## src/rtl/lm80c_kbd_pkg.sv

```systemverilog
// ============================================================================
// Module   : lm80c_kbd_pkg
// Brief    : Shared types, PS/2 prefix codes and set-2 keymap for ps2_keymatrix.
// Revision : 1.0 - initial release
// ============================================================================
`default_nettype none

package lm80c_kbd_pkg;

    localparam logic [7:0] SC_EXT   = 8'hE0;
    localparam logic [7:0] SC_BRK   = 8'hF0;
    localparam logic [7:0] SC_PAUSE = 8'hE1;
    localparam logic [7:0] SC_BAT   = 8'hAA;

    typedef enum logic [1:0] {
        ST_IDLE   = 2'd0,
        ST_DATA   = 2'd1,
        ST_PARITY = 2'd2,
        ST_STOP   = 2'd3
    } rx_state_t;

    typedef struct packed {
        logic       valid;
        logic [2:0] row;
        logic [2:0] col;
    } key_pos_t;

    function automatic key_pos_t kp(input logic [2:0] row, input logic [2:0] col);
        return '{valid: 1'b1, row: row, col: col};
    endfunction

    // Device responses that carry no key information and must not touch the flags.
    function automatic logic is_ignored(input logic [7:0] code);
        return (code == 8'hFA) || (code == 8'hFE) || (code == 8'hEE) ||
               (code == 8'h00) || (code == 8'hFF);
    endfunction

    function automatic key_pos_t keymap(input logic ext, input logic [7:0] code);
        key_pos_t pos;
        pos = '0;
        if (!ext) begin
            case (code)
                8'h16: pos = kp(3'd0, 3'd1);
                8'h1E: pos = kp(3'd0, 3'd2);
                8'h26: pos = kp(3'd0, 3'd3);
                8'h25: pos = kp(3'd0, 3'd4);
                8'h15: pos = kp(3'd1, 3'd1);
                8'h24: pos = kp(3'd1, 3'd5);
                8'h1D: pos = kp(3'd1, 3'd7);
                8'h1C: pos = kp(3'd2, 3'd1);
                8'h1B: pos = kp(3'd2, 3'd3);
                8'h23: pos = kp(3'd2, 3'd4);
                8'h1A: pos = kp(3'd3, 3'd2);
                8'h22: pos = kp(3'd3, 3'd7);
                8'h5A: pos = kp(3'd5, 3'd1);
                8'h12: pos = kp(3'd6, 3'd4);
                8'h14: pos = kp(3'd7, 3'd2);
                8'h29: pos = kp(3'd7, 3'd4);
                8'h76: pos = kp(3'd7, 3'd7);
                default: pos = '0;
            endcase
        end else begin
            case (code)
                8'h6B: pos = kp(3'd6, 3'd2);
                8'h74: pos = kp(3'd6, 3'd3);
                8'h72: pos = kp(3'd6, 3'd7);
                8'h75: pos = kp(3'd7, 3'd3);
                default: pos = '0;
            endcase
        end
        return pos;
    endfunction

endpackage

`default_nettype wire

```

## src/rtl/ps2_keymatrix_if.sv

```systemverilog
// ============================================================================
// Module   : ps2_keymatrix_if
// Brief    : PS/2 pad lines plus key-matrix / scancode outputs of ps2_keymatrix.
// Revision : 1.0 - initial release
// ============================================================================
`default_nettype none

interface ps2_keymatrix_if;
    logic       ps2_clk;
    logic       ps2_dat;
    logic [7:0] KM [7:0];
    logic       scan_strobe;
    logic [7:0] scan_code;
    logic       frame_err;

    modport master (
        output ps2_clk, ps2_dat,
        input  KM, scan_strobe, scan_code, frame_err
    );

    modport slave (
        input  ps2_clk, ps2_dat,
        output KM, scan_strobe, scan_code, frame_err
    );
endinterface

`default_nettype wire

```

## src/rtl/ps2_rx.sv

```systemverilog
// ============================================================================
// Module   : ps2_rx
// Brief    : PS/2 frame receiver: synchronizer, clock filter, frame FSM.
//            Optional mid-frame watchdog enabled by LM80C_KBD_TIMEOUT_EN.
// Revision : 1.0 - initial release
// ============================================================================
`default_nettype none

module ps2_rx
    import lm80c_kbd_pkg::*;
#(
    parameter int          FILTER_LEN = 8,
    parameter logic [15:0] TIMEOUT    = 16'd50000
) (
    input  logic       clk,
    input  logic       rst,
    input  logic       ps2_clk,
    input  logic       ps2_dat,
    output logic [7:0] rx_byte,
    output logic       rx_strobe,
    output logic       rx_err
);

    localparam int CW = (FILTER_LEN > 1) ? $clog2(FILTER_LEN) : 1;

    logic [1:0]    r_clk_sync;
    logic [1:0]    r_dat_sync;
    logic [CW-1:0] r_fcnt;
    logic          r_level;
    logic          r_level_d;
    rx_state_t     r_state, w_state_n;
    logic [7:0]    r_shift, w_shift_n;
    logic [2:0]    r_bitcnt, w_bitcnt_n;
    logic          r_par, w_par_n;
    logic [7:0]    r_byte, w_byte_n;
    logic          r_strobe, w_strobe_n;
    logic          r_err, w_err_n;
    logic          w_fall;
    logic          w_dat;

    assign w_dat     = r_dat_sync[1];
    assign w_fall    = r_level_d & ~r_level;
    assign rx_byte   = r_byte;
    assign rx_strobe = r_strobe;
    assign rx_err    = r_err;

`ifdef LM80C_KBD_TIMEOUT_EN
    logic [15:0] r_to_cnt;
    logic        w_edge;
    assign w_edge = r_level_d ^ r_level;

    always_ff @(posedge clk or posedge rst) begin
        if (rst) begin
            r_to_cnt <= '0;
        end else if (w_edge) begin
            r_to_cnt <= '0;
        end else if (r_to_cnt != TIMEOUT) begin
            r_to_cnt <= r_to_cnt + 16'd1;
        end
    end
`else
    logic unused_timeout;
    assign unused_timeout = ^TIMEOUT;
`endif

    always_comb begin
        w_state_n  = r_state;
        w_shift_n  = r_shift;
        w_bitcnt_n = r_bitcnt;
        w_par_n    = r_par;
        w_byte_n   = r_byte;
        w_strobe_n = 1'b0;
        w_err_n    = r_err;
        if (w_fall) begin
            case (r_state)
                ST_IDLE: begin
                    if (!w_dat) begin
                        w_state_n  = ST_DATA;
                        w_bitcnt_n = 3'd0;
                    end
                end
                ST_DATA: begin
                    w_shift_n  = {w_dat, r_shift[7:1]};
                    w_bitcnt_n = r_bitcnt + 3'd1;
                    if (r_bitcnt == 3'd7) begin
                        w_state_n = ST_PARITY;
                    end
                end
                ST_PARITY: begin
                    w_par_n   = w_dat;
                    w_state_n = ST_STOP;
                end
                default: begin
                    // Odd parity: data bits plus parity bit must hold an odd count of ones.
                    if (w_dat && (^{r_shift, r_par})) begin
                        w_strobe_n = 1'b1;
                        w_byte_n   = r_shift;
                        w_err_n    = 1'b0;
                    end else begin
                        w_err_n    = 1'b1;
                    end
                    w_state_n = ST_IDLE;
                end
            endcase
        end
`ifdef LM80C_KBD_TIMEOUT_EN
        else if ((r_to_cnt == TIMEOUT) && (r_state != ST_IDLE)) begin
            w_state_n = ST_IDLE;
            w_err_n   = 1'b1;
        end
`endif
    end

    always_ff @(posedge clk or posedge rst) begin
        if (rst) begin
            r_clk_sync <= 2'b11;
            r_dat_sync <= 2'b11;
            r_fcnt     <= '0;
            r_level    <= 1'b1;
            r_level_d  <= 1'b1;
            r_state    <= ST_IDLE;
            r_shift    <= '0;
            r_bitcnt   <= '0;
            r_par      <= 1'b0;
            r_byte     <= '0;
            r_strobe   <= 1'b0;
            r_err      <= 1'b0;
        end else begin
            r_clk_sync <= {r_clk_sync[0], ps2_clk};
            r_dat_sync <= {r_dat_sync[0], ps2_dat};
            if (r_clk_sync[1] != r_level) begin
                if (r_fcnt == CW'(FILTER_LEN - 1)) begin
                    r_level <= r_clk_sync[1];
                    r_fcnt  <= '0;
                end else begin
                    r_fcnt  <= r_fcnt + 1'b1;
                end
            end else begin
                r_fcnt <= '0;
            end
            r_level_d <= r_level;
            r_state   <= w_state_n;
            r_shift   <= w_shift_n;
            r_bitcnt  <= w_bitcnt_n;
            r_par     <= w_par_n;
            r_byte    <= w_byte_n;
            r_strobe  <= w_strobe_n;
            r_err     <= w_err_n;
        end
    end

endmodule

`default_nettype wire

```

## src/rtl/ps2_keymatrix.sv

```systemverilog
// ============================================================================
// Module   : ps2_keymatrix
// Brief    : PS/2 set-2 keyboard to LM80C 8x8 active-low key matrix.
//            Optional watchdog: define LM80C_KBD_TIMEOUT_EN.
// Revision : 1.0 - initial release
// ============================================================================
`default_nettype none

module ps2_keymatrix
    import lm80c_kbd_pkg::*;
#(
    parameter int          FILTER_LEN = 8,
    parameter logic [15:0] TIMEOUT    = 16'd50000
) (
    input  logic            sys_clock,
    input  logic            RESET,
    ps2_keymatrix_if.slave  kbd
);

    logic [7:0] w_rx_byte;
    logic       w_rx_strobe;
    logic       w_rx_err;
    logic [7:0] r_km [7:0];
    logic       r_ext;
    logic       r_brk;
    logic [2:0] r_skip;
    key_pos_t   w_pos;

    ps2_rx #(
        .FILTER_LEN (FILTER_LEN),
        .TIMEOUT    (TIMEOUT)
    ) u_rx (
        .clk       (sys_clock),
        .rst       (RESET),
        .ps2_clk   (kbd.ps2_clk),
        .ps2_dat   (kbd.ps2_dat),
        .rx_byte   (w_rx_byte),
        .rx_strobe (w_rx_strobe),
        .rx_err    (w_rx_err)
    );

    assign w_pos           = keymap(r_ext, w_rx_byte);
    assign kbd.KM          = r_km;
    assign kbd.scan_strobe = w_rx_strobe;
    assign kbd.scan_code   = w_rx_byte;
    assign kbd.frame_err   = w_rx_err;

    always_ff @(posedge sys_clock or posedge RESET) begin
        if (RESET) begin
            for (int i = 0; i < 8; i++) begin
                r_km[i] <= 8'hFF;
            end
            r_ext  <= 1'b0;
            r_brk  <= 1'b0;
            r_skip <= '0;
        end else if (w_rx_strobe) begin
            // Pause (E1) is followed by seven bytes that are swallowed whole.
            if (r_skip != 3'd0) begin
                r_skip <= r_skip - 3'd1;
            end else if (w_rx_byte == SC_PAUSE) begin
                r_skip <= 3'd7;
            end else if (w_rx_byte == SC_EXT) begin
                r_ext <= 1'b1;
            end else if (w_rx_byte == SC_BRK) begin
                r_brk <= 1'b1;
            end else if (w_rx_byte == SC_BAT) begin
                for (int i = 0; i < 8; i++) begin
                    r_km[i] <= 8'hFF;
                end
                r_ext <= 1'b0;
                r_brk <= 1'b0;
            end else if (!is_ignored(w_rx_byte)) begin
                if (w_pos.valid) begin
                    r_km[w_pos.row][w_pos.col] <= r_brk;
                end
                r_ext <= 1'b0;
                r_brk <= 1'b0;
            end
        end
    end

endmodule

`default_nettype wire
```

## src/flat_wrapper.sv

```systemverilog
// flat-port wrapper written by rule: the top's interface ports become plain ports
module ps2_keymatrix_flat import lm80c_kbd_pkg::*;
#(
    parameter int          FILTER_LEN = 8,
    parameter logic [15:0] TIMEOUT    = 16'd50000
)
  (sys_clock, RESET, kbd_ps2_clk, kbd_ps2_dat, kbd_KM, kbd_scan_strobe, kbd_scan_code, kbd_frame_err);
  ps2_keymatrix_if kbd_i ();
  input  logic sys_clock;
  input  logic RESET;
  input wire logic [$bits(kbd_i.ps2_clk)-1:0] kbd_ps2_clk;
  input wire logic [$bits(kbd_i.ps2_dat)-1:0] kbd_ps2_dat;
  output wire logic [$bits(kbd_i.KM)-1:0] kbd_KM;
  output wire logic [$bits(kbd_i.scan_strobe)-1:0] kbd_scan_strobe;
  output wire logic [$bits(kbd_i.scan_code)-1:0] kbd_scan_code;
  output wire logic [$bits(kbd_i.frame_err)-1:0] kbd_frame_err;
  assign kbd_i.ps2_clk = kbd_ps2_clk;
  assign kbd_i.ps2_dat = kbd_ps2_dat;
  assign kbd_KM = {>>{kbd_i.KM}};
  assign kbd_scan_strobe = kbd_i.scan_strobe;
  assign kbd_scan_code = kbd_i.scan_code;
  assign kbd_frame_err = kbd_i.frame_err;
  ps2_keymatrix #(.FILTER_LEN(FILTER_LEN), .TIMEOUT(TIMEOUT)) u_core (.sys_clock(sys_clock), .RESET(RESET), .kbd(kbd_i));
endmodule
```

## config.mk

```make
export PLATFORM = sky130hd
export DESIGN_NAME = ps2_keymatrix_flat
export DESIGN_NICKNAME = d
export VERILOG_FILES = /design/src/rtl/lm80c_kbd_pkg.sv /design/src/rtl/ps2_keymatrix_if.sv /design/src/rtl/ps2_rx.sv /design/src/rtl/ps2_keymatrix.sv /design/src/flat_wrapper.sv
export SDC_FILE = /design/constraint.sdc
export NUM_CORES = 1
export LEC_CHECK = 0
export ABC_CLOCK_PERIOD_IN_PS = 6900
export CAP_MARGIN = 20
export CORE_MARGIN = 2
export CORE_UTILIZATION = 58
export CTS_CLUSTER_SIZE = 24
export DETAILED_ROUTE_END_ITERATION = 10
export PLACE_DENSITY = 0.91
export SETUP_SLACK_MARGIN = 0.1
export SLEW_MARGIN = 40
export SYNTH_ARGS = -nofsm -noshare
export SYNTH_HDL_FRONTEND = slang
export SYNTH_HIERARCHICAL = 1
export SYNTH_SLANG_ARGS = --single-unit
```

## constraint.sdc

```tcl
create_clock -name sys_clock -period 6.9 [get_ports sys_clock]
set_input_delay 1.38 -clock sys_clock [delete_from_list [all_inputs] [get_ports sys_clock]]
set_output_delay 1.38 -clock sys_clock [all_outputs]
set_load 0.01 [all_outputs]
```

# Yosys cells after proc, flatten, opt, wreduce, memory -nomap -nowiden
# Index checks and enable logic that the tools add are counted.
[word_totals]
reg_bits = 102
wordCells = 132
ram_bits = 0
n_memories = 0
in_bits = 4
latch_bits = 0
romBits = 0
[classes]
n_eq_ne = 40
n_mux = 29
magnitude_cmp = 4
addsub = 3
div_mod_pow = 0
multipliers = 0
shifts = 0
reduce_logical = 26
n_bitwise = 7
[ops]
columns = ["op", "n"]
rows = [
  ["64-bit 2-to-1 mux", 3],
  ["7-bit case mux with 17 select lines", 1],
  ["8-bit by 5-bit equality test with 1-bit output (second input constant)", 9],
  ["64-bit bitwise mux", 1],
  ["8-bit equality test (second input constant)", 8],
  ["8-bit by 6-bit equality test with 1-bit output (second input constant)", 6],
  ["8-bit by 7-bit equality test with 1-bit output (second input constant)", 6],
  ["7-bit case mux with 4 select lines", 1],
  ["8-bit demux with 3-bit select", 1],
  ["3-bit 2-to-1 mux", 5],
  ["1-bit 2-to-1 mux", 10],
  ["2-bit AND reduction", 5],
  ["5-bit AND reduction", 2],
  ["3-bit AND reduction", 3],
  ["9-bit XOR reduction", 1],
  ["8-bit zero test", 1],
  ["3-bit by 4-bit less-than comparator with 1-bit output (second input constant)", 2],
  ["8-bit 2-to-1 mux", 1],
  ["7-bit 2-to-1 mux", 1],
  ["7-bit AND reduction", 1],
  ["3-bit by 1-bit adder with 3-bit output (second input constant)", 2],
  ["3-bit equality test (second input constant)", 2],
  ["3-bit by 1-bit >= comparator with 1-bit output (second input constant)", 2],
  ["3-bit by 1-bit != test with 1-bit output (second input constant)", 2],
  ["other kinds (18)", 33],
]

# Logic depth before layout (Yosys ltp)
# Gate-level depths: netlist of run 1.
[depth]
word_depth = 13
depth_mapped = 12

# Modules after synthesis
# Netlist of run 1, hierarchy kept.
[by_module_without_submodules]
columns = ["mod", "cells_each", "instances", "area_each_um2", "seq_area_each_um2"]
rows = [
  ["ps2_keymatrix", 338, 1, 3604.7, 1806.7],
  ["ps2_rx", 92, 1, 1403.8, 833.3],
]

# Worst setup path after synthesis of run 1
# No wires, ideal clock.
[synth_path]
path_type = "reg2reg"
from = "register u_core.u_rx.r_byte[0] (netlist: u_core/u_rx/rx_byte[0])"
to = "register u_core.r_km (netlist bit u_core/kbd.KM[26])"
period_less_slack_ps = 2583
required_time_ps = 6822
path_buffers = 3
path_stages_with_launch = 12
setup_slack_ps = 4317
t_arrival_ps = 2505
setup_ps = 78
path_cell_list = "dfrtp_1 buf_6 or4b_4 a2111oi_4 a211oi_2 and2_4 a41oi_4 o31a_1 buf_6 buf_8 a21oi_1 a41oi_2"
[synth_between]
elab_chain_len = 13
[synth_rtl]
columns = ["element", "line_no", "text"]
rows = [
  ["start, declared", "ps2_rx.sv:35", "logic [7:0] r_byte, w_byte_n;"],
  ["start signal, assigned", "ps2_rx.sv:146", "r_byte <= w_byte_n;"],
  ["8-bit by 7-bit equality test with 1-bit output (tied with other cells)", "lm80c_kbd_pkg.sv:42", "case (code)"],
  ["7-bit case mux with 17 select lines / 7-bit case mux with 4 select lines (equally long branches)", "lm80c_kbd_pkg.sv:42, lm80c_kbd_pkg.sv:63", ""],
  ["7-bit 2-to-1 mux", "lm80c_kbd_pkg.sv:41", "if (!ext) begin"],
  ["3-bit by 4-bit less-than comparator with 1-bit output (not written as such) / 3-bit by 1-bit >= comparator with 1-bit output (equally long branches)", "ps2_keymatrix.sv:74", "r_km[w_pos.row][w_pos.col] <= r_brk;"],
  ["1-bit logical AND (not written as such)", "ps2_keymatrix.sv:74", ""],
  ["1-bit 2-to-1 mux (not written as such)", "ps2_keymatrix.sv:74", ""],
  ["1-bit demux with 3-bit select", "--", ""],
  ["8-bit 2-to-1 mux (not written as such)", "ps2_keymatrix.sv:74", ""],
  ["8-bit demux with 3-bit select", "--", ""],
  ["64-bit bitwise mux", "ps2_keymatrix.sv:74", ""],
  ["64-bit 2-to-1 mux", "ps2_keymatrix.sv:73", "if (w_pos.valid) begin"],
  ["64-bit 2-to-1 mux", "ps2_keymatrix.sv:72", "end else if (!is_ignored(w_rx_byte)) begin"],
  ["64-bit 2-to-1 mux", "ps2_keymatrix.sv:66", "end else if (w_rx_byte == SC_BAT) begin"],
  ["end signal, assigned by index", "ps2_keymatrix.sv:74", ""],
  ["end, declared", "ps2_keymatrix.sv:23", "logic [7:0] r_km [7:0];"],
]
# Several ways; a longest one is shown, not always the timed one. The select of a mux whose other input is x is not followed.
# A chain may end at the register's enable or synchronous reset.

# Worst setup path in the final report of run 1
[layout_path]
from = "register u_core.u_rx.r_byte[3] (netlist: u_core/u_rx/rx_byte[3])"
to = "register u_core.r_km (netlist bit u_core/kbd.KM[1])"
# Same word-level chain as after synthesis.

==> results of run 1 <==
power by group:
part	switching, W	internal, W
Combinational	0.0000635	0.0000676
Sequential	0.0000240	0.000635
Clock	0.000214	0.000194
Total	0.000301	0.000897
layout by cell type (no fill, tap or decap), drive strengths merged, types with 4 or more instances in the layout:
cell type | netlist | routed
a2111oi | 5 | 5
a211oi | 10 | 10
a21oi | 26 | 26
a311oi | 5 | 5
a31oi | 9 | 9
and2 | 9 | 9
and4b | 4 | 4
clkbuf | 9 | 10
clkdlybuf4s50 | 0 | 77
dfrtp | 32 | 32
dfstp | 70 | 70
ha | 10 | 10
inv | 13 | 15
mux2 | 20 | 20
nand2 | 12 | 12
nand3b | 4 | 4
nand4 | 5 | 5
nor2 | 30 | 30
nor2b | 9 | 9
nor3 | 12 | 12
nor4bb | 4 | 4
o21ai | 11 | 11
or2 | 43 | 43
or3 | 5 | 5
xnor2 | 4 | 4
cells by family after synthesis:
logic type | after synthesis | synth area share
AO/OA/AOI/OAI | 97 | 0.152
XOR/XNOR | 8 | 0.0195
adder cells (fa/ha/maj) | 10 | 0.0250
buffers and inverters | 34 | 0.0342
flip-flops | 102 | 0.527
multiplexers | 22 | 0.0515
AND/OR/NAND/NOR | 157 | 0.191
metrics by stage:
stage | util | setup WS, ns | total power, W | std cells | hold WS (ns)
after floorplan | - | 3.89 | 0.000765 | 430 | 0.345
after global placement | 0.700 | 3.71 | 0.000787 | 594 | 0.346
after detailed placement | 0.700 | 3.52 | 0.000797 | 594 | 0.348
after CTS | 0.727 | 3.49 | 0.00121 | 610 | 0.363
after global routing | 0.728 | 3.35 | 0.00126 | 610 | 0.369
final | 0.728 | 3.42 | 0.00120 | 610 | 0.362
area by class of cell:
type,instances,area (um^2)
Clock buffer,10,149
Inverter,13,48.8
Timing Repair Buffer,80,797
Multi-Input combinational cell,294,2200
Fill cell,529,2260
Clock inverter,6,73.8
Sequential cell,102,2640
Tap cell,105,131
per-layer routing:
layer	routed length [um]	part of all wire
met1	4560	0.41
met2	5530	0.49
met3	805	0.072
met4	286	0.026
met5	0	0
state kept, by name (all words and copies together), names as in the netlist, 3 cells and up:
register / cells
u_core/u_rx/r_fcnt: 3
u_core/u_rx/r_shift: 8
u_core/kbd.KM: 64
u_core/r_skip: 3
u_core/u_rx/rx_byte: 8
u_core/u_rx/r_bitcnt: 3
worst paths after layout:
path | endpoint | slack [ns] | cells after the start
max | u_core/kbd.KM[1]$_DFFE_PP1P_ | 3.42 | 8
min | u_core/u_rx/r_clk_sync[1]$_DFF_PP1_ | 0.36 | 0
max reg2reg | u_core/kbd.KM[1]$_DFFE_PP1P_ | 3.42 | 8
min reg2reg | u_core/u_rx/r_clk_sync[1]$_DFF_PP1_ | 0.36 | 0
max in group asynchronous | u_core/kbd.KM[45]$_DFFE_PP1P_ | 4.96 | 3
min in group asynchronous | u_core/u_rx/r_shift[2]$_DFFE_PP0P_ | 1.49 | 3
==> results.sh, run 1 <==
export IMPL_status="finished, final reports clean"
export IMPL_yosysWarnings=6
export IMPL_start_kind="flop"
export IMPL_holdBufCountCts=0
export IMPL_first_iter_violations=342
export IMPL_worst_slew_pin_slew_ns=0.759
export IMPL_synth_seq_cells=102
export IMPL_hold_path_class="reg2reg"
export IMPL_slowest_delay_ns=0.66
export IMPL_clk_latency_ns=0.36
export IMPL_peakVddDrop_uv=182
export IMPL_max_slew_margin=0.494
export IMPL_ctsResizeCount=0
export IMPL_rsz0062_at_grt="false"
export IMPL_synth_edf_count=0
export IMPL_cp_data_required_time_ns=7.16
export IMPL_fin_area_mm2=0.00604
export IMPL_wl_mm=11.2
export IMPL_clkTransAtPathRegs_ns=0.10
export IMPL_critPathLaunch="u_core/u_rx/rx_byte[3]$_DFFE_PP0P_"
export IMPL_root_buffer="clkbuf_8"
export IMPL_io_buffers=77
export IMPL_timing_fmax_mhz=287
export IMPL_leakagePower_nw=2.55
export IMPL_die_area_mm2=0.00939
export IMPL_synth_ff_type="dfstp_2"
export IMPL_cts_tree="built"
export IMPL_tns_ns=0
export IMPL_clk_path_buf_depth=2
export IMPL_grt_total_usage=0.244
export IMPL_cts_buffers=9
export IMPL_yosysTopAreaCell="dfstp_2"
export IMPL_ys_top_cells_by_count="dfstp_2, or2_2, dfrtp_1"
export IMPL_floorplan_initialDensity=0.603
export IMPL_gp_congestion=0.895
export IMPL_worst_setup_path_type="reg2reg"
export IMPL_synth_area_mm2=0.00501
export IMPL_cts_sinks=102
export IMPL_critPathArrivalTime_ns=3.74
export IMPL_cellPowerDensity_mw_per_mm2=198
export IMPL_cp_buffers_inverters=0
export IMPL_placed_cell_area_mm2=0.00581
export IMPL_fin_crit_sh=0.504
export IMPL_cpMaxStageDelayCell="dfrtp_1"
export IMPL_grt_util_met2=0.396
export IMPL_vias=3746
export IMPL_dieWidth_um=96.9
export IMPL_grt_remaining_overflow=0
export IMPL_routedWlPerCell_um=18.3
export IMPL_synth_top_area_frac=0.367
export IMPL_antenna_found_initial=0
export IMPL_drcViolationCount=0
export IMPL_critPathTopFamily="compound AO/OA/AOI/OAI gates"
export IMPL_dp_hpwl_mm=7.57
export IMPL_cp_max_fo=25
export IMPL_async_flop_share=1.00
export IMPL_setup_viol=0
export IMPL_yosysSeqAreaShare=0.527
export IMPL_path_cells="or4b_4 -> a2111oi_4 -> a211oi_2 -> and2_4 -> a41oi_4 -> o31a_1 -> nor2_1 -> a211oi_1"
export IMPL_synth_most_common_cell="dfstp_2"
export IMPL_max_cap_violations=0
export IMPL_crit_path_end_kind="flop"
export IMPL_met1_usage=0.318
export IMPL_grt_max_degree=70
export IMPL_via_per_inst=6.14
export IMPL_grtUsageMet3=0.0672
export IMPL_diodes=0
export IMPL_avgSynthCellArea_um2=11.6
export IMPL_min_period_ns=3.48
export IMPL_die_h_um=96.9
export IMPL_pin_count=78
export IMPL_drive_above_1_share=0.349
export IMPL_num_nets_final=514
export IMPL_post_cts_buffers=0
export IMPL_area_growth_pct=20.6
export IMPL_core_mm2=0.00830
export IMPL_final_hold_viol_count=0
export IMPL_firstDrtPassIters=5
export IMPL_r2r_start="u_core/u_rx/rx_byte[3]$_DFFE_PP0P_"
export IMPL_ant_nets=0
export IMPL_syn_inst=430
export IMPL_ys_types=72
export IMPL_maxSlewViolCount=0
export IMPL_min_from="u_core/u_rx/r_clk_sync[0]$_DFF_PP1_"
export IMPL_synth_area_leaders="dfstp_2, dfrtp_1, or2_2, mux2_2, a21oi_1"
export IMPL_grt_pass1_wl_mm=18.9
export IMPL_rows=33
export IMPL_cts_max_level=3
export IMPL_synth_net_count=444
export IMPL_grt_busiest_layer="met2"
export IMPL_skew_ns=0.0142
export IMPL_grt_pass1_vias=3787
(Power assumes the default switching activity.)
==> run 2, diff against run 1 <==
--- a/config.mk
+++ b/config.mk
@@ -5,13 +5,13 @@
 export SDC_FILE = /design/constraint.sdc
 export NUM_CORES = 1
 export LEC_CHECK = 0
-export ABC_CLOCK_PERIOD_IN_PS = 6900
+export ABC_CLOCK_PERIOD_IN_PS = 3450
 export CAP_MARGIN = 20
 export CORE_MARGIN = 2
-export CORE_UTILIZATION = 58
+export CORE_UTILIZATION = 54
 export CTS_CLUSTER_SIZE = 24
 export DETAILED_ROUTE_END_ITERATION = 10
-export PLACE_DENSITY = 0.91
+export PLACE_DENSITY = 0.86
 export SETUP_SLACK_MARGIN = 0.1
 export SLEW_MARGIN = 40
 export SYNTH_ARGS = -nofsm -noshare
==> constraint.sdc (replaced) <==
create_clock -name sys_clock -period 3.45 [get_ports sys_clock]
set_input_delay 0.69 -clock sys_clock [delete_from_list [all_inputs] [get_ports sys_clock]]
set_output_delay 0.69 -clock sys_clock [all_outputs]
set_load 0.01 [all_outputs]
==> run 2 against run 1 <==
Net effect:
- global-route usage down 1.8 points
- register-to-register slack worse by 3.1 ns
- die area up 7.1%
- utilization down 5.8 points
- worst setup slack worse by 3.1 ns
- largest power group unchanged
- critical path type unchanged
- clock skew down 0.0022 ns
- cell count up 2.5%
- first-iteration DRC count down 15%
==> results.sh, run 2 (same netlist as run 1, synthesis figures left out) <==
export IMPL_max_slew_margin=0.542
export IMPL_pre_cts_ws_ns=0.350
export IMPL_cts_sinks=102
export IMPL_largest_reg_flops=64
export IMPL_grt_pass1_wl_mm=18.0
export IMPL_routedWlPerCell_um=17.2
export IMPL_drcViolationCount=0
export IMPL_io_buffers=77
export IMPL_critPathArrivalTime_ns=3.44
export IMPL_skew_ns=0.0120
export IMPL_core_mm2=0.00911
export IMPL_root_buffer="clkbuf_8"
export IMPL_start_kind="flop"
export IMPL_first_iter_violations=290
export IMPL_diodes=0
export IMPL_cp_max_fo=17
export IMPL_dp_hpwl_mm=7.60
export IMPL_final_hold_viol_count=0
export IMPL_fin_area_mm2=0.00610
export IMPL_vias=3615
export IMPL_seqCellArea_mm2=0.00264
export IMPL_grt_remaining_overflow=0
export IMPL_num_nets_final=523
export IMPL_grt_total_usage=0.226
export IMPL_ctsResizeCount=0
export IMPL_gp_congestion=0.914
export IMPL_rsz0062_at_grt="false"
export IMPL_clk_path_buf_depth=2
export IMPL_worst_slew_pin_slew_ns=0.683
export IMPL_grt_max_degree=38
export IMPL_via_per_inst=5.78
export IMPL_clk_latency_ns=0.37
export IMPL_setup_slack_ns=0.292
export IMPL_wl_mm=10.8
export IMPL_fin_crit_sh=0.915
export IMPL_final_common_cell="clkdlybuf4s50_1"
export IMPL_peakVddDrop_uv=348
export IMPL_cts_tree="built"
export IMPL_tns_ns=0
export IMPL_crit_path_end_kind="flop"
export IMPL_firstDrtPassIters=5
export IMPL_holdBufCountCts=0
export IMPL_die_area_mm2=0.0101
export IMPL_leakagePower_nw=2.60
export IMPL_drive_above_1_share=0.360
export IMPL_timing_fmax_mhz=317
export IMPL_hold_path_class="reg2reg"
export IMPL_multiInputGateArea_mm2=0.00220
export IMPL_clkTransAtPathRegs_ns=0.11
export IMPL_final_core_util=0.669
export IMPL_setup_viol=0
export IMPL_cp_data_required_time_ns=3.73
export IMPL_rows=35
export IMPL_cellPowerDensity_mw_per_mm2=383
export IMPL_antenna_found_initial=0
export IMPL_placed_cell_area_mm2=0.00589
export IMPL_layout_common_cells="clkdlybuf4s50_1, dfstp_2, or2_2"
export IMPL_grt_pass1_vias=3696
export IMPL_cts_buffers=9
export IMPL_pin_count=78
export IMPL_dieWidth_um=100
export IMPL_power_w=0.00233
export IMPL_ant_nets=0
export IMPL_status="finished, final reports clean"
export IMPL_max_cap_violations=0
export IMPL_floorplan_initialDensity=0.550
export IMPL_worst_setup_path_type="reg2reg"
export IMPL_fillers=678
export IMPL_cts_max_level=3
export IMPL_die_h_um=100
export IMPL_area_growth_pct=21.7
export IMPL_min_period_ns=3.16
export IMPL_post_cts_buffers=0
export IMPL_maxSlewViolCount=0
## run 2: cell types whose count changed in the layout (fill, tap and decap cells not counted)
cell        before  now
inv_6            1    3
buf_4            2   12
clkinv_8         0    2
inv_8            1    0
clkinvlp_4       2    0
clkbuf_16        1    0
buf_6            1    0
bufinv_16        1    0
inv_12           0    1
## run 2: layout make-up
type | instances | share of cell area
clock buffers | 9 | 0.0203
multi-input cells | 294 | 0.361
well taps | 111 | 0.0228
inverters | 13 | 0.00800
repair buffers | 89 | 0.141
flip-flops and latches | 102 | 0.433
clock inverters | 7 | 0.0138
## run 2: worst paths after layout
kind                       depth (start not counted)                                  end                                 from  slack, ns
min reg2reg                                        0  u_core/u_rx/r_dat_sync[1]$_DFF_PP1_  u_core/u_rx/r_dat_sync[0]$_DFF_PP1_       0.37
max                                                9         u_core/kbd.KM[1]$_DFFE_PP1P_   u_core/u_rx/rx_byte[1]$_DFFE_PP0P_       0.29
max in group asynchronous                          3         u_core/kbd.KM[9]$_DFFE_PP1P_                                RESET       2.18
max reg2reg                                        9         u_core/kbd.KM[1]$_DFFE_PP1P_   u_core/u_rx/rx_byte[1]$_DFFE_PP0P_       0.29
min in group asynchronous                          2         u_core/r_skip[1]$_DFFE_PP0P_                                RESET       0.56
min                                                0  u_core/u_rx/r_dat_sync[1]$_DFF_PP1_  u_core/u_rx/r_dat_sync[0]$_DFF_PP1_       0.37
## run 2: per-stage QoR
stage,instances,hold WS [ns]
finish,625,0.373
global route,625,0.374
CTS,625,0.372
detailed placement,609,0.354
global placement,609,0.347
floorplan,430,0.345
## run 2: routing by layer
metal	global-route usage	vias up	wire length (um)
li1	-	1705	-
met1	0.304	1772	4830
met2	0.357	121	5110
met3	0.0682	17	676
met4	0.0664	0	156
met5	0	-	0
## run 2: critical path, cell delays in order (launching register included)
cell	delay [ns]
dfrtp_1	0.67
nor4bb_1	0.66
and2_1	0.31
a211oi_2	0.10
and2_4	0.18
a41oi_4	0.26
o31a_1	0.30
buf_4	0.24
nor2_1	0.06
a211oi_1	0.27
## run 2: where the power goes
group | internal, W | switching (W)
Sequential | 0.00127 | 0.0000461
Combinational | 0.000135 | 0.000124
Clock | 0.000293 | 0.000465
Total | 0.00170 | 0.000635
==> run 3, diff against run 2 <==
--- a/config.mk
+++ b/config.mk
@@ -7,12 +7,14 @@
 export LEC_CHECK = 0
 export ABC_CLOCK_PERIOD_IN_PS = 3450
 export CAP_MARGIN = 20
+export CORE_ASPECT_RATIO = 1.4
 export CORE_MARGIN = 2
 export CORE_UTILIZATION = 54
 export CTS_CLUSTER_SIZE = 24
 export DETAILED_ROUTE_END_ITERATION = 10
 export PLACE_DENSITY = 0.86
 export SETUP_SLACK_MARGIN = 0.1
+export SKIP_LAST_GASP = 1
 export SLEW_MARGIN = 40
 export SYNTH_ARGS = -nofsm -noshare
 export SYNTH_HDL_FRONTEND = slang
==> run 3 against run 2 <==
Net effect:
- clock skew shrank 0.0040 ns
- wire length grew 1.0%
- cell count shrank 1.4%
- maximum frequency grew 1.0%
- via count grew 2.0%
- register-to-register slack gained 0.03 ns
- largest power group unchanged
- largest cell class unchanged
- critical path type unchanged
- utilization grew 1.1 points
- non-clock buffer count shrank 5
- worst setup slack gained 0.033 ns
- first-iteration DRC count shrank 46%
==> results.sh, run 3 (same netlist as run 1, synthesis figures left out) <==
export IMPL_comb_power_share=0.105
export IMPL_crit_path_end_kind="flop"
export IMPL_max_slew_margin=0.539
export IMPL_grt_max_degree=43
export IMPL_timing_fmax_mhz=320
export IMPL_die_h_um=118
export IMPL_max_cap_violations=0
export IMPL_diodes=0
export IMPL_min_period_ns=3.12
export IMPL_cts_max_level=3
export IMPL_skew_ns=0.00803
export IMPL_post_cts_buffers=0
export IMPL_cp_data_required_time_ns=3.70
export IMPL_reg2regPathDepth=8
export IMPL_hold_depth=0
export IMPL_tns_ns=0
export IMPL_status="finished, final reports clean"
export IMPL_hold_path_class="reg2reg"
export IMPL_dp_hpwl_mm=7.78
export IMPL_core_mm2=0.00903
export IMPL_r2r_slack_ns=0.33
export IMPL_cellPowerDensity_mw_per_mm2=413
export IMPL_critPathArrivalTime_ns=3.38
export IMPL_gp_congestion=0.916
export IMPL_holdBufCountCts=0
export IMPL_peakVddDrop_uv=346
export IMPL_leakagePower_nw=2.61
export IMPL_ctsResizeCount=0
export IMPL_worst_setup_path_type="reg2reg"
export IMPL_first_iter_violations=158
export IMPL_ant_nets=0
export IMPL_via_per_inst=5.99
export IMPL_dieWidth_um=85.4
export IMPL_cp_max_fo=25
export IMPL_final_cells=616
export IMPL_root_buffer="clkbuf_16"
export IMPL_floorplan_initialDensity=0.555
export IMPL_swShare=0.246
export IMPL_wl_mm=10.9
export IMPL_start_kind="flop"
export IMPL_min_from="u_core/u_rx/r_clk_sync[0]$_DFF_PP1_"
export IMPL_layout_common_cells="clkdlybuf4s50_1, dfstp_2, or2_2"
export IMPL_firstDrtPassIters=4
export IMPL_r2r_end="u_core/kbd.KM[4]$_DFFE_PP1P_"
export IMPL_rsz0062_at_grt="false"
export IMPL_fin_crit_sh=0.906
export IMPL_largest_reg_flops=64
export IMPL_final_hold_viol_count=0
export IMPL_fillers=655
export IMPL_rows=41
export IMPL_grt_pass1_wl_mm=18.0
export IMPL_cts_buffers=9
export IMPL_worst_slew_pin_slew_ns=0.691
export IMPL_multiInputGateArea_mm2=0.00220
export IMPL_power_switching_w=0.000623
export IMPL_antenna_found_initial=0
export IMPL_setup_viol=0
export IMPL_clk_path_buf_depth=2
export IMPL_grt_total_usage=0.222
export IMPL_io_buffers=77
export IMPL_drive_above_1_share=0.352
export IMPL_cts_tree="built"
export IMPL_r2r_start="u_core/u_rx/rx_byte[3]$_DFFE_PP0P_"
export IMPL_seqCellArea_mm2=0.00264
export IMPL_dp_cells=600
export IMPL_drcViolationCount=0
export IMPL_pin_count=78
export IMPL_grt_remaining_overflow=0
export IMPL_clk_latency_ns=0.34
export IMPL_seq_power_share=0.520
export IMPL_final_core_util=0.680
export IMPL_clkTransAtPathRegs_ns=0.07
export IMPL_grt_pass1_vias=3683
export IMPL_internal_power_w=0.00191
export IMPL_min_to="u_core/u_rx/r_clk_sync[1]$_DFF_PP1_"
export IMPL_cts_sinks=102
export IMPL_final_common_cell="clkdlybuf4s50_1"
export IMPL_die_area_mm2=0.0101
export IMPL_routedWlPerCell_um=17.7
export IMPL_power_w=0.00253
export IMPL_p_clk_frac=0.375
export IMPL_num_nets_final=518
export IMPL_vias=3687
export IMPL_maxSlewViolCount=0
export IMPL_area_growth_pct=22.6
==> run 3: changes by cell type in the layout (fill, tap and decap cells not counted), moves of 2 or more <==
cell	delta
clkbuf_8	-9
clkinv_8	-2
clkbuf_16	+9
buf_4	-6
==> run 3: how the worst max path moves through the flow <==
stage	start	endpoint	slack, ns	cells after the start
finish	u_core/u_rx/rx_byte[3]$_DFFE_PP0P_	u_core/kbd.KM[4]$_DFFE_PP1P_	0.33	8
global route	u_core/u_rx/rx_byte[3]$_DFFE_PP0P_	u_core/kbd.KM[4]$_DFFE_PP1P_	0.13	8
CTS	u_core/u_rx/rx_byte[3]$_DFFE_PP0P_	u_core/kbd.KM[4]$_DFFE_PP1P_	0.38	8
detailed placement	u_core/u_rx/rx_byte[3]$_DFFE_PP0P_	u_core/kbd.KM[4]$_DFFE_PP1P_	0.41	8
global placement	u_core/u_rx/rx_byte[3]$_DFFE_PP0P_	u_core/kbd.KM[3]$_DFFE_PP1P_	0.50	8
floorplan	u_core/u_rx/rx_byte[0]$_DFFE_PP0P_	u_core/kbd.KM[26]$_DFFE_PP1P_	0.87	11
==> run 3: layout make-up <==
cell class | count | area share
Inverter | 13 | 0.00795
Sequential cell | 102 | 0.430
Tap cell | 107 | 0.0218
Multi-Input combinational cell | 294 | 0.358
Clock buffer | 10 | 0.0373
Timing Repair Buffer | 84 | 0.136
Clock inverter | 6 | 0.00836
==> run 3: metrics by stage <==
stage                     cell area [um^2]  hold WS (ns)  setup WS [ns]
after floorplan                       5010         0.345          0.867
after CTS                             6140         0.361          0.382
after detailed placement              5860         0.350          0.406
after global placement                5860         0.347          0.496
final                                 6140         0.359          0.325
after global routing                  6140         0.364          0.132
==> run 3: power groups by stage <==
stage | Sequential [W] | Clock [W] | Combinational [W]
floorplan | 0.00133 | 0 | 0.000205
global placement | 0.00133 | 0 | 0.000246
detailed placement | 0.00134 | 0 | 0.000266
CTS | 0.00132 | 0.000978 | 0.000269
global route | 0.00133 | 0.00102 | 0.000293
finish | 0.00132 | 0.000951 | 0.000265
==> run 3: critical path, stage by stage (launching register included) <==
cell and delay, ns:
dfrtp_1 0.64, or4b_4 0.63, a2111oi_4 0.41, a211oi_2 0.12
and2_4 0.18, a41oi_4 0.28, o21ba_2 0.39, and3_1 0.29
a21boi_1 0.09
==> run 3: per-layer routing <==
metal,vias up,GRT usage,part of all wire
li1,1709,-,-
met5,-,0,0
met2,122,0.386,0.52
met3,23,0.0470,0.050
met4,0,0.0873,0.023
met1,1833,0.264,0.41
